`config.mk`:
```
export PLATFORM = sky130hd
export DESIGN_NAME = bp_outcome_sequencer
export DESIGN_NICKNAME = d
export VERILOG_FILES = /design/src/rtl/bp_seq_pkg.sv /design/src/rtl/bp_seq_fifo.sv /design/src/rtl/bp_outcome_sequencer.sv
export SDC_FILE = /design/constraint.sdc
export NUM_CORES = 1
export LEC_CHECK = 0
export CAP_MARGIN = 20
export CORE_MARGIN = 2
export CORE_UTILIZATION = 45
export CTS_BUF_LIST = sky130_fd_sc_hd__clkbuf_4
export CTS_CLUSTER_SIZE = 24
export DETAILED_ROUTE_END_ITERATION = 8
export HOLD_SLACK_MARGIN = 0.1
export PLACE_DENSITY = 0.69
export SETUP_SLACK_MARGIN = 0.2
export SKIP_LAST_GASP = 1
export SYNTH_ARGS = -nofsm -noshare
export SYNTH_HDL_FRONTEND = slang
export SYNTH_SLANG_ARGS = --single-unit
export TNS_END_PERCENT = 5
```
`constraint.sdc`:
```
create_clock -name clock -period 9.38 [get_ports clock]
set_input_delay 2.814 -clock clock [delete_from_list [all_inputs] [get_ports clock]]
set_output_delay 2.814 -clock clock [all_outputs]
set_load 0.01 [all_outputs]
```
`src/rtl/bp_seq_pkg.sv`:
```
// Shared types for the branch-predictor outcome sequencer: FSM state encoding,
// default PC width and the queued branch record layout.
package bp_seq_pkg;

    localparam int PC_W_DEF = 10;

    typedef enum logic [1:0] {
        ST_IDLE    = 2'd0,
        ST_PREDICT = 2'd1,
        ST_UPDATE  = 2'd2
    } bp_seq_state_t;

    typedef struct packed {
        logic [PC_W_DEF-1:0] pc;
        logic                taken;
    } bp_seq_rec_t;

endpackage

```
`src/rtl/bp_seq_fifo.sv`:
```
// Synchronous FIFO with async reset, full/empty flags and occupancy count.
// A word pushed into an empty FIFO becomes visible on the following cycle.
module bp_seq_fifo #(
    parameter int W     = 11,
    parameter int DEPTH = 8
) (
    input  logic                   clock,
    input  logic                   reset,
    input  logic                   push,
    input  logic [W-1:0]           wdata,
    input  logic                   pop,
    output logic [W-1:0]           rdata,
    output logic                   full,
    output logic                   empty,
    output logic [$clog2(DEPTH):0] count
);
    localparam int AW = $clog2(DEPTH);

    logic [W-1:0]  mem_q [DEPTH];
    logic [W-1:0]  mem_d [DEPTH];
    logic [AW-1:0] wr_ptr_q, wr_ptr_d;
    logic [AW-1:0] rd_ptr_q, rd_ptr_d;
    logic [AW:0]   count_q, count_d;
    logic          do_push_s, do_pop_s;

    assign full      = (count_q == (AW+1)'(DEPTH));
    assign empty     = (count_q == '0);
    assign count     = count_q;
    assign rdata     = mem_q[rd_ptr_q];
    assign do_push_s = push && !full;
    assign do_pop_s  = pop && !empty;

    // Next-state for storage, pointers and occupancy.
    always_comb begin
        mem_d = mem_q;
        if (do_push_s) begin
            mem_d[wr_ptr_q] = wdata;
            wr_ptr_d        = wr_ptr_q + 1'b1;
        end else begin
            wr_ptr_d = wr_ptr_q;
        end
        if (do_pop_s) begin
            rd_ptr_d = rd_ptr_q + 1'b1;
        end else begin
            rd_ptr_d = rd_ptr_q;
        end
        case ({do_push_s, do_pop_s})
            2'b10:   count_d = count_q + 1'b1;
            2'b01:   count_d = count_q - 1'b1;
            default: count_d = count_q;
        endcase
    end

    // FIFO state registers.
    always_ff @(posedge clock or posedge reset) begin
        if (reset) begin
            for (int i = 0; i < DEPTH; i++) begin
                mem_q[i] <= '0;
            end
            wr_ptr_q <= '0;
            rd_ptr_q <= '0;
            count_q  <= '0;
        end else begin
            mem_q    <= mem_d;
            wr_ptr_q <= wr_ptr_d;
            rd_ptr_q <= rd_ptr_d;
            count_q  <= count_d;
        end
    end

endmodule

```
`src/rtl/bp_outcome_sequencer.sv`:
```
// Initiator for the local predictor update port: queues resolved branches,
// presents each PC for PRED_LAT cycles, drives the outcome for HOLD cycles, retires.
module bp_outcome_sequencer
    import bp_seq_pkg::*;
#(
    parameter int PC_W     = PC_W_DEF,
    parameter int DEPTH    = 8,
    parameter int PRED_LAT = 4,
    parameter int HOLD     = 4,
    parameter int CNT_W    = 16
) (
    input  logic             clock,
    input  logic             reset,
    input  logic             in_valid,
    input  logic [PC_W-1:0]  in_pc,
    input  logic             in_taken,
    output logic             in_ready,
    output logic [PC_W-1:0]  PC,
    output logic             BranchTaken,
    output logic             bt_valid,
    input  logic             LDresult,
    output logic             done,
    output logic [PC_W-1:0]  done_pc,
    output logic             done_correct,
    output logic [CNT_W-1:0] branch_cnt,
    output logic [CNT_W-1:0] mispredict_cnt,
    output logic             busy
);
    localparam int PH_MAX = (PRED_LAT > HOLD) ? PRED_LAT : HOLD;
    localparam int PH_W   = $clog2(PH_MAX + 1);
    localparam logic [PH_W-1:0]  PRED_LAST = PH_W'(PRED_LAT - 1);
    localparam logic [PH_W-1:0]  HOLD_LAST = PH_W'(HOLD - 1);
    localparam logic [CNT_W-1:0] CNT_MAX   = {CNT_W{1'b1}};

    bp_seq_state_t     state_q, state_d;
    logic [PH_W-1:0]   phase_q, phase_d;
    logic [PC_W-1:0]   pc_q, pc_d;
    logic              cur_taken_q, cur_taken_d;
    logic              pred_q, pred_d;
    logic              bt_q, bt_d;
    logic              bt_valid_q, bt_valid_d;
    logic              done_q, done_d;
    logic [PC_W-1:0]   done_pc_q, done_pc_d;
    logic              done_correct_q, done_correct_d;
    logic [CNT_W-1:0]  branch_cnt_q, branch_cnt_d;
    logic [CNT_W-1:0]  mis_cnt_q, mis_cnt_d;

    logic              fifo_pop_s, fifo_full_s, fifo_empty_s;
    logic [PC_W:0]     fifo_rdata_s;
    logic [$clog2(DEPTH):0] fifo_count_s;

    bp_seq_fifo #(.W(PC_W + 1), .DEPTH(DEPTH)) u_fifo (
        .clock (clock),
        .reset (reset),
        .push  (in_valid),
        .wdata ({in_pc, in_taken}),
        .pop   (fifo_pop_s),
        .rdata (fifo_rdata_s),
        .full  (fifo_full_s),
        .empty (fifo_empty_s),
        .count (fifo_count_s)
    );

    assign in_ready       = !fifo_full_s;
    assign busy           = (state_q != ST_IDLE) || (fifo_count_s != '0);
    assign PC             = pc_q;
    assign BranchTaken    = bt_q;
    assign bt_valid       = bt_valid_q;
    assign done           = done_q;
    assign done_pc        = done_pc_q;
    assign done_correct   = done_correct_q;
    assign branch_cnt     = branch_cnt_q;
    assign mispredict_cnt = mis_cnt_q;

    // Phase sequencing; interface outputs are registered so they line up with the phase.
    always_comb begin
        state_d        = state_q;
        phase_d        = phase_q;
        pc_d           = pc_q;
        cur_taken_d    = cur_taken_q;
        pred_d         = pred_q;
        bt_d           = 1'b0;
        bt_valid_d     = 1'b0;
        done_d         = 1'b0;
        done_pc_d      = done_pc_q;
        done_correct_d = done_correct_q;
        branch_cnt_d   = branch_cnt_q;
        mis_cnt_d      = mis_cnt_q;
        fifo_pop_s     = 1'b0;
        case (state_q)
            ST_IDLE: begin
                if (!fifo_empty_s) begin
                    fifo_pop_s  = 1'b1;
                    pc_d        = fifo_rdata_s[PC_W:1];
                    cur_taken_d = fifo_rdata_s[0];
                    phase_d     = '0;
                    state_d     = ST_PREDICT;
                end else begin
                    state_d = ST_IDLE;
                end
            end
            ST_PREDICT: begin
                if (phase_q == PRED_LAST) begin
                    pred_d     = LDresult;
                    phase_d    = '0;
                    state_d    = ST_UPDATE;
                    bt_valid_d = 1'b1;
                    bt_d       = cur_taken_q;
                end else begin
                    phase_d = phase_q + 1'b1;
                end
            end
            ST_UPDATE: begin
                if (phase_q == HOLD_LAST) begin
                    done_d         = 1'b1;
                    done_pc_d      = pc_q;
                    done_correct_d = (pred_q == cur_taken_q);
                    branch_cnt_d   = (branch_cnt_q == CNT_MAX) ? branch_cnt_q : branch_cnt_q + 1'b1;
                    if (pred_q != cur_taken_q) begin
                        mis_cnt_d = (mis_cnt_q == CNT_MAX) ? mis_cnt_q : mis_cnt_q + 1'b1;
                    end else begin
                        mis_cnt_d = mis_cnt_q;
                    end
                    // Back-to-back: the next record starts without an IDLE bubble.
                    if (!fifo_empty_s) begin
                        fifo_pop_s  = 1'b1;
                        pc_d        = fifo_rdata_s[PC_W:1];
                        cur_taken_d = fifo_rdata_s[0];
                        phase_d     = '0;
                        state_d     = ST_PREDICT;
                    end else begin
                        state_d = ST_IDLE;
                    end
                end else begin
                    phase_d    = phase_q + 1'b1;
                    bt_valid_d = 1'b1;
                    bt_d       = cur_taken_q;
                end
            end
            default: begin
                state_d = ST_IDLE;
            end
        endcase
    end

    // Sequencer state, interface outputs and statistics.
    always_ff @(posedge clock or posedge reset) begin
        if (reset) begin
            state_q        <= ST_IDLE;
            phase_q        <= '0;
            pc_q           <= '0;
            cur_taken_q    <= 1'b0;
            pred_q         <= 1'b0;
            bt_q           <= 1'b0;
            bt_valid_q     <= 1'b0;
            done_q         <= 1'b0;
            done_pc_q      <= '0;
            done_correct_q <= 1'b0;
            branch_cnt_q   <= '0;
            mis_cnt_q      <= '0;
        end else begin
            state_q        <= state_d;
            phase_q        <= phase_d;
            pc_q           <= pc_d;
            cur_taken_q    <= cur_taken_d;
            pred_q         <= pred_d;
            bt_q           <= bt_d;
            bt_valid_q     <= bt_valid_d;
            done_q         <= done_d;
            done_pc_q      <= done_pc_d;
            done_correct_q <= done_correct_d;
            branch_cnt_q   <= branch_cnt_d;
            mis_cnt_q      <= mis_cnt_d;
        end
    end

endmodule

```
Word level (Yosys, flattened, before mapping)
Cells that the tools add are included.

Output and inout port bits: 58. Input bits: 15. Bits in registers: 161.

Reductions and logical operators: 19. Equal/unequal tests: 12. Muxes and demuxes: 31. Magnitude comparators: 3. Bitwise operators: 4. Add/subtract/negate cells: 7.

Operators by type and width (number): 88-bit bitwise mux (1); 11-bit binary-select mux with 3-bit select (1); 11-bit demux with 3-bit select (1); 11-bit two-way mux (3); 16-bit by 1-bit adder with 16-bit output, second input constant (2); 16-bit equality test, second input constant (2); 10-bit two-way mux (2); 10-bit case mux with 2 select lines (1); 1-bit two-way mux (10); 3-bit by 1-bit adder with 3-bit output, second input constant (3); 3-bit two-way mux (3); 3-bit case mux with 3 select lines (1); 4-bit >= comparator, second input constant (2); 3-bit inverter with 4-bit output (2); 1-bit case mux with 2 select lines (4); 4-bit case mux with 2 select lines (1); 2-bit AND reduction (4); 2-bit case mux with 3 select lines (1); 2-bit nonzero test (3); 4-bit by 1-bit adder with 4-bit output, second input constant (1); 2-bit by 1-bit equality test with 1-bit output, second input constant (2); 2-bit equality test, second input constant (2); 4-bit equality test, second input constant (1); 4-bit zero test (1); other kinds (16) (22).

Logic depth before layout (Yosys ltp)
Word-level depth: 7. Depth in mapped cells: 10. Mapped depth without buffers: 10.

Modules after synthesis
A second synthesis with hierarchy kept.

Cells, all modules: 548. Area, all modules: 7563.5 um^2.

Modules (own cells, without submodules): bp_seq_fifo (times used 1, cells an instance 289, area an instance 4658.2 um^2); bp_outcome_sequencer (times used 1, cells an instance 259, area an instance 2905.3 um^2).

Worst setup path after synthesis
Ideal clock, no wire load.

Path type: input-to-reg. From: in in_valid. To: reg u_fifo.count_q[3], in the netlist u_fifo.count[3]. Arrival time: 4.233 ns. Required time: 9.300 ns. Path slack: 5.067 ns. Stages: 9. Setup time: 0.080 ns. Cells stage by stage: and2_4 > buf_8 > inv_4 > ha_1 > ha_1 > a21o_1 > a21oi_1 > mux2i_1 > xnor2_1.

Cells in the longest elaborated chain, start to end: 3. Elaborated cells on any way between the ends: 5.

RTL lines: start, declared (RTL line bp_outcome_sequencer.sv:14) `input logic in_valid,`; 1-bit logical AND (*) (RTL line bp_seq_fifo.sv:30) `assign do_push_s = push && !full;`; 2-bit by 1-bit equality test with 1-bit output or 2-bit equality test (tied branches) (RTL line bp_seq_fifo.sv:47) `case ({do_push_s, do_pop_s})`; 4-bit case mux with 2 select lines or 2-bit nonzero test (tied branches); end signal, assigned (RTL line bp_seq_fifo.sv:67) `count_q <= count_d;`; end, declared (RTL line bp_seq_fifo.sv:23) `logic [AW:0] count_q, count_d;`.

Every way passes the cells marked *; elsewhere a longest branch is shown, timed or not. A chain may end at the register's enable or synchronous reset.

Worst setup path after layout
From: reg u_fifo.count_q[0], in the netlist u_fifo.count[0]. To: out busy.

Cells in the longest elaborated chain, start to end: 2.

RTL lines: 4-bit nonzero test (RTL line bp_outcome_sequencer.sv:65) `assign busy = (state_q != ST_IDLE) || (fifo_count_s != '0);`; 1-bit logical OR (RTL line bp_outcome_sequencer.sv:65); end, declared (RTL line bp_outcome_sequencer.sv:27) `output logic busy`.

No other way between the ends.

==> summary.txt <==
Outcome
  – Result of the run: finished clean

Synth
  – Synth cell count leaders: 161 x sky130_fd_sc_hd__dfrtp_1, 82 x sky130_fd_sc_hd__mux2_2, 51 x sky130_fd_sc_hd__nand2_1, 22 x sky130_fd_sc_hd__mux4_2, 21 x sky130_fd_sc_hd__xor2_1
  – Portion of synthesized cell area occupied by the leading cell type: 0.549
  – Largest cells by area after synthesis: sky130_fd_sc_hd__dfrtp_1 55%, sky130_fd_sc_hd__mux2_2 13%, sky130_fd_sc_hd__mux4_2 6.8%, sky130_fd_sc_hd__nand2_1 2.6%, sky130_fd_sc_hd__xor2_1 2.5%
  – Cell count after synthesis: 548
  – Number of enable-type register cells in the synthesized netlist: 0
  – Post-synth top area cell: sky130_fd_sc_hd__dfrtp_1
  – Fraction of synthesized area in multiplexers: 0.233
  – Dominant register cell in the synthesized netlist: sky130_fd_sc_hd__dfrtp_1
  – Post-synthesis xor/xnor area fraction: 0.0466
  – Synthesized flop and latch total: ~160
  – Synth unique cells: 39
  – Proportion of synthesized flip-flops having asynchronous set or reset: 1.00
  – Main combinational cell family by area after synthesis: multiplexers
  – Share of synthesized cell area in and, or, nand and nor gates: 0.102
  – Top-count cell post-synth: sky130_fd_sc_hd__dfrtp_1
  – Post-synthesis area per instance: approximately 13 µm²
  – Sequential share of the synthesized area: 0.549
  – Cell area after synthesis: between 7000 and 8000 µm²
  – Compound-cell area share of the yosys netlist: 0.0222
  – Yosys warning count: 0
  – Adder-cell share of the synthesized area: 0.0232
  – Total nets after synthesis: about 580

Finish
  – Fill cells: approximately 1400
  – Post-layout instance count excluding filler cells: around 850
  – Number of antenna cells inserted: 0
  – Area growth from synthesis to final layout: 15.9%
  – Nets: 651
  – Fraction of layout instances using a drive strength above 1: 0.247

Worst setup path
  – Crit Path Max Fanout: 6
  – Bufs and invs on worst path: 2
  – Start of the worst register-to-register path: state_q[0]
  – Required time of the critical path: approximately 6600 ps
  – Critical path's top delay family: buffers and inverters
  – Type of origin of the critical path: flip-flop
  – Crit path cell chain: nor4_1 -> clkbuf_2 -> nand2_1 -> clkdlybuf4s50_1
  – Arr. time, crit path: just over 2000 ps
  – Critical path startpoint: u_fifo.count[0]
  – Flop-to-flop setup slack: between 6000 and 7000 ps
  – Worst Path Class, Setup: reg -> out
  – CP peak stage delay: 490 ps
  – Cell at the slowest stage of the critical path: sky130_fd_sc_hd__clkdlybuf4s50_1
  – Crit path capture type: primary output

Pwr
  – Combinational group share of total power: 0.391
  – Switching power total: between 700 and 800 µW
  – Sw Share: 0.323
  – Clk pwr share: 0.146
  – Post-route total power: ~2.4 mW
  – Peak supply drop: between 150 and 200 µV
  – P_int: approximately 1.6 mW
  – Share of total power in sequential cells: 0.463
  – Power per Cell Area: around 280 nW/µm²
  – Leak Pwr: around 3.8 nW

Routing
  – Post-DRT Antenna Nets: 0
  – Iteration-0 DRC Markers: between 200 and 250
  – Average wire per cell in the routed design: around 17 µm
  – Via Count: between 4000 and 5000
  – Drt total wl: around 15000 µm
  – Detailed-routing iteration count for the pre-antenna-repair pass: 4
  – Vias per std cell: 5.41
  – DRC Markers: 0

Placed design
  – Routability congestion estimate: around 0.8
  – Count of input and output buffers: 72
  – HPWL after detailed placement: a little under 10000 µm
  – Cell total after placement: approximately 820

Timing
  – Setup Skew: between 15 and 20 ps
  – Relative max-transition margin: 0.356
  – Transition time of the tightest slew-check pin: between 900 and 1000 ps
  – Count of pins over their slew limit: 0
  – Number of endpoints failing setup at the final stage: 0
  – TNS Setup: 0 ps
  – FMAX: just over 200 MHz
  – Final worst-path cycle share: 0.521
  – RSZ-0062 raised after global routing: false
  – Total count of hold-check failures in the final report: 0
  – Fin crit period: 4890 ps

Floorplan
  – Die W: 132 µm
  – Vertical extent of the die: around 130 µm
  – Placeable core region: roughly 16000 µm²
  – Number of placement rows: 46
  – Overall die area: 17300 µm²
  – Number of top-level pins: 73
  – Initial core utilization: 0.462

Min path
  – Type of the tightest min-delay check: reg -> reg
  – Origin of the worst min-delay path: done_pc[6]

Global routing
  – Maximum number of pins on one net before global-route repair: between 80 and 90
  – Global-route wire length before repair: around 25000 µm
  – Initial antenna violation count: 0
  – Sum of overflow across all layers after global routing: 0
  – Gr usage total: 0.181
  – Via count of the first global-routing pass: 4764

Clock network
  – Cts repair resizes: 0
  – Post-CTS clock slew at the launch and capture registers of the worst setup and hold paths: about 110 ps
  – Number of buffers added to fix hold violations after cts: 0
  – CTS tree: built
  – Clock root buffer: sky130_fd_sc_hd__clkbuf_4
  – Count of H-tree levels built during CTS: 4
  – Number of setup buffers added after CTS: 0
  – Clk_lat worst skew: around 550 ps
  – CTS buffer count: 17
  – Maximum buffer depth of the clock tree: 2
  – Sink Count: 161

Run
  – MaxCap Viol Count: 0
-- state kept, by name, indices dropped and copies added (netlist names), 2 cells and up --
name             flops
state_q              2
PC                  10
phase_q              3
done_pc             10
u_fifo.wr_ptr_q      3
u_fifo.rd_ptr_q      3
mispredict_cnt      16
u_fifo.count         4
branch_cnt          16
u_fifo.mem_q        88
-- power groups by stage --
stage | sequential (mW) | clock (mW) | combinational, mW
after global placement | 1.12 | 0 | 0.884
final | 1.11 | 0.351 | 0.942
after detailed placement | 1.14 | 0 | 0.920
after CTS | 1.13 | 0.366 | 0.922
after floorplan | 1.07 | 0 | 0.737
after global routing | 1.15 | 0.394 | 1.03
-- placed cells by master (no fill, tap or decap), drive strengths merged, types with 6 or more instances in the layout --
cell type	netlist	layout
xor2	21	21
clkdlybuf4s50	0	72
ha	12	12
and3	6	6
mux2	92	92
nand3	13	13
clkbuf	9	22
xnor2	18	18
inv	11	11
nor4	7	7
buf	16	7
nor2	19	19
nor3	8	8
dfrtp	161	161
clkinv	0	6
mux4	22	22
a21oi	18	18
nand4	13	13
mux2i	14	14
nand2	51	51
-- metal layers --
layer	share of wire	global-route usage
met1	0.45	0.239
met2	0.49	0.296
met3	0.042	0.0436
met4	0.014	0.0568
met5	0	0
-- cell families (layout without fill, tap and decap cells) --
kind of cell,Yosys count,after routing
xor gates and xnor gates,39,39
adders and majority gates,13,13
AOI/OAI and AO/OA,29,29
buffers and inverters,36,120
muxes,128,128
and+or+nand+nor,142,142
DFF,161,161
-- final timing paths --
path                                     endpoint  cells after the start
worst max-delay path                         busy                      4
worst min-delay path                   done_pc[6]                      2
min in group asynchronous       mispredict_cnt[4]                      2
worst max register to register    u_fifo.count[3]                     10
max in group asynchronous        u_fifo.mem_q[37]                      3
worst min register to register         done_pc[6]                      2
-- final cells by class --
cell class / count / area, µm² / share of cell area
sequential: 161 / 4030 / 0.474
inverter: 11 / 48.8 / 0.00574
multi-input combinational: 351 / 3130 / 0.368
clock buffer: 20 / 150 / 0.0177
timing repair buffer: 81 / 803 / 0.0945
tap: 216 / 270 / 0.0318
clock inverter: 8 / 68.8 / 0.00810
-- tightest hold or removal path, stage by stage, from the launching register on --
cell                      delay (ps)
sky130_fd_sc_hd__dfrtp_1         360
sky130_fd_sc_hd__nand2_1          50
sky130_fd_sc_hd__nand2_1          60
-- per-stage QoR --
| step | utilization | instance area [µm²] | hold WS, ps | setup slack, ps |
|---|---|---|---|---|
| 6_report | 0.535 | 8500 | 486 | 4490 |
| 5_1_grt | 0.535 | 8500 | 505 | 4300 |
| 4_1_cts | 0.533 | 8460 | 491 | 3930 |
| 3_5_place_dp | 0.519 | 8240 | 463 | 4460 |
| 3_3_place_gp | 0.519 | 8240 | 459 | 4520 |
| 2_1_floorplan | - | 7340 | 457 | 2220 |
Note: power is estimated with default switching activity, not from simulation.
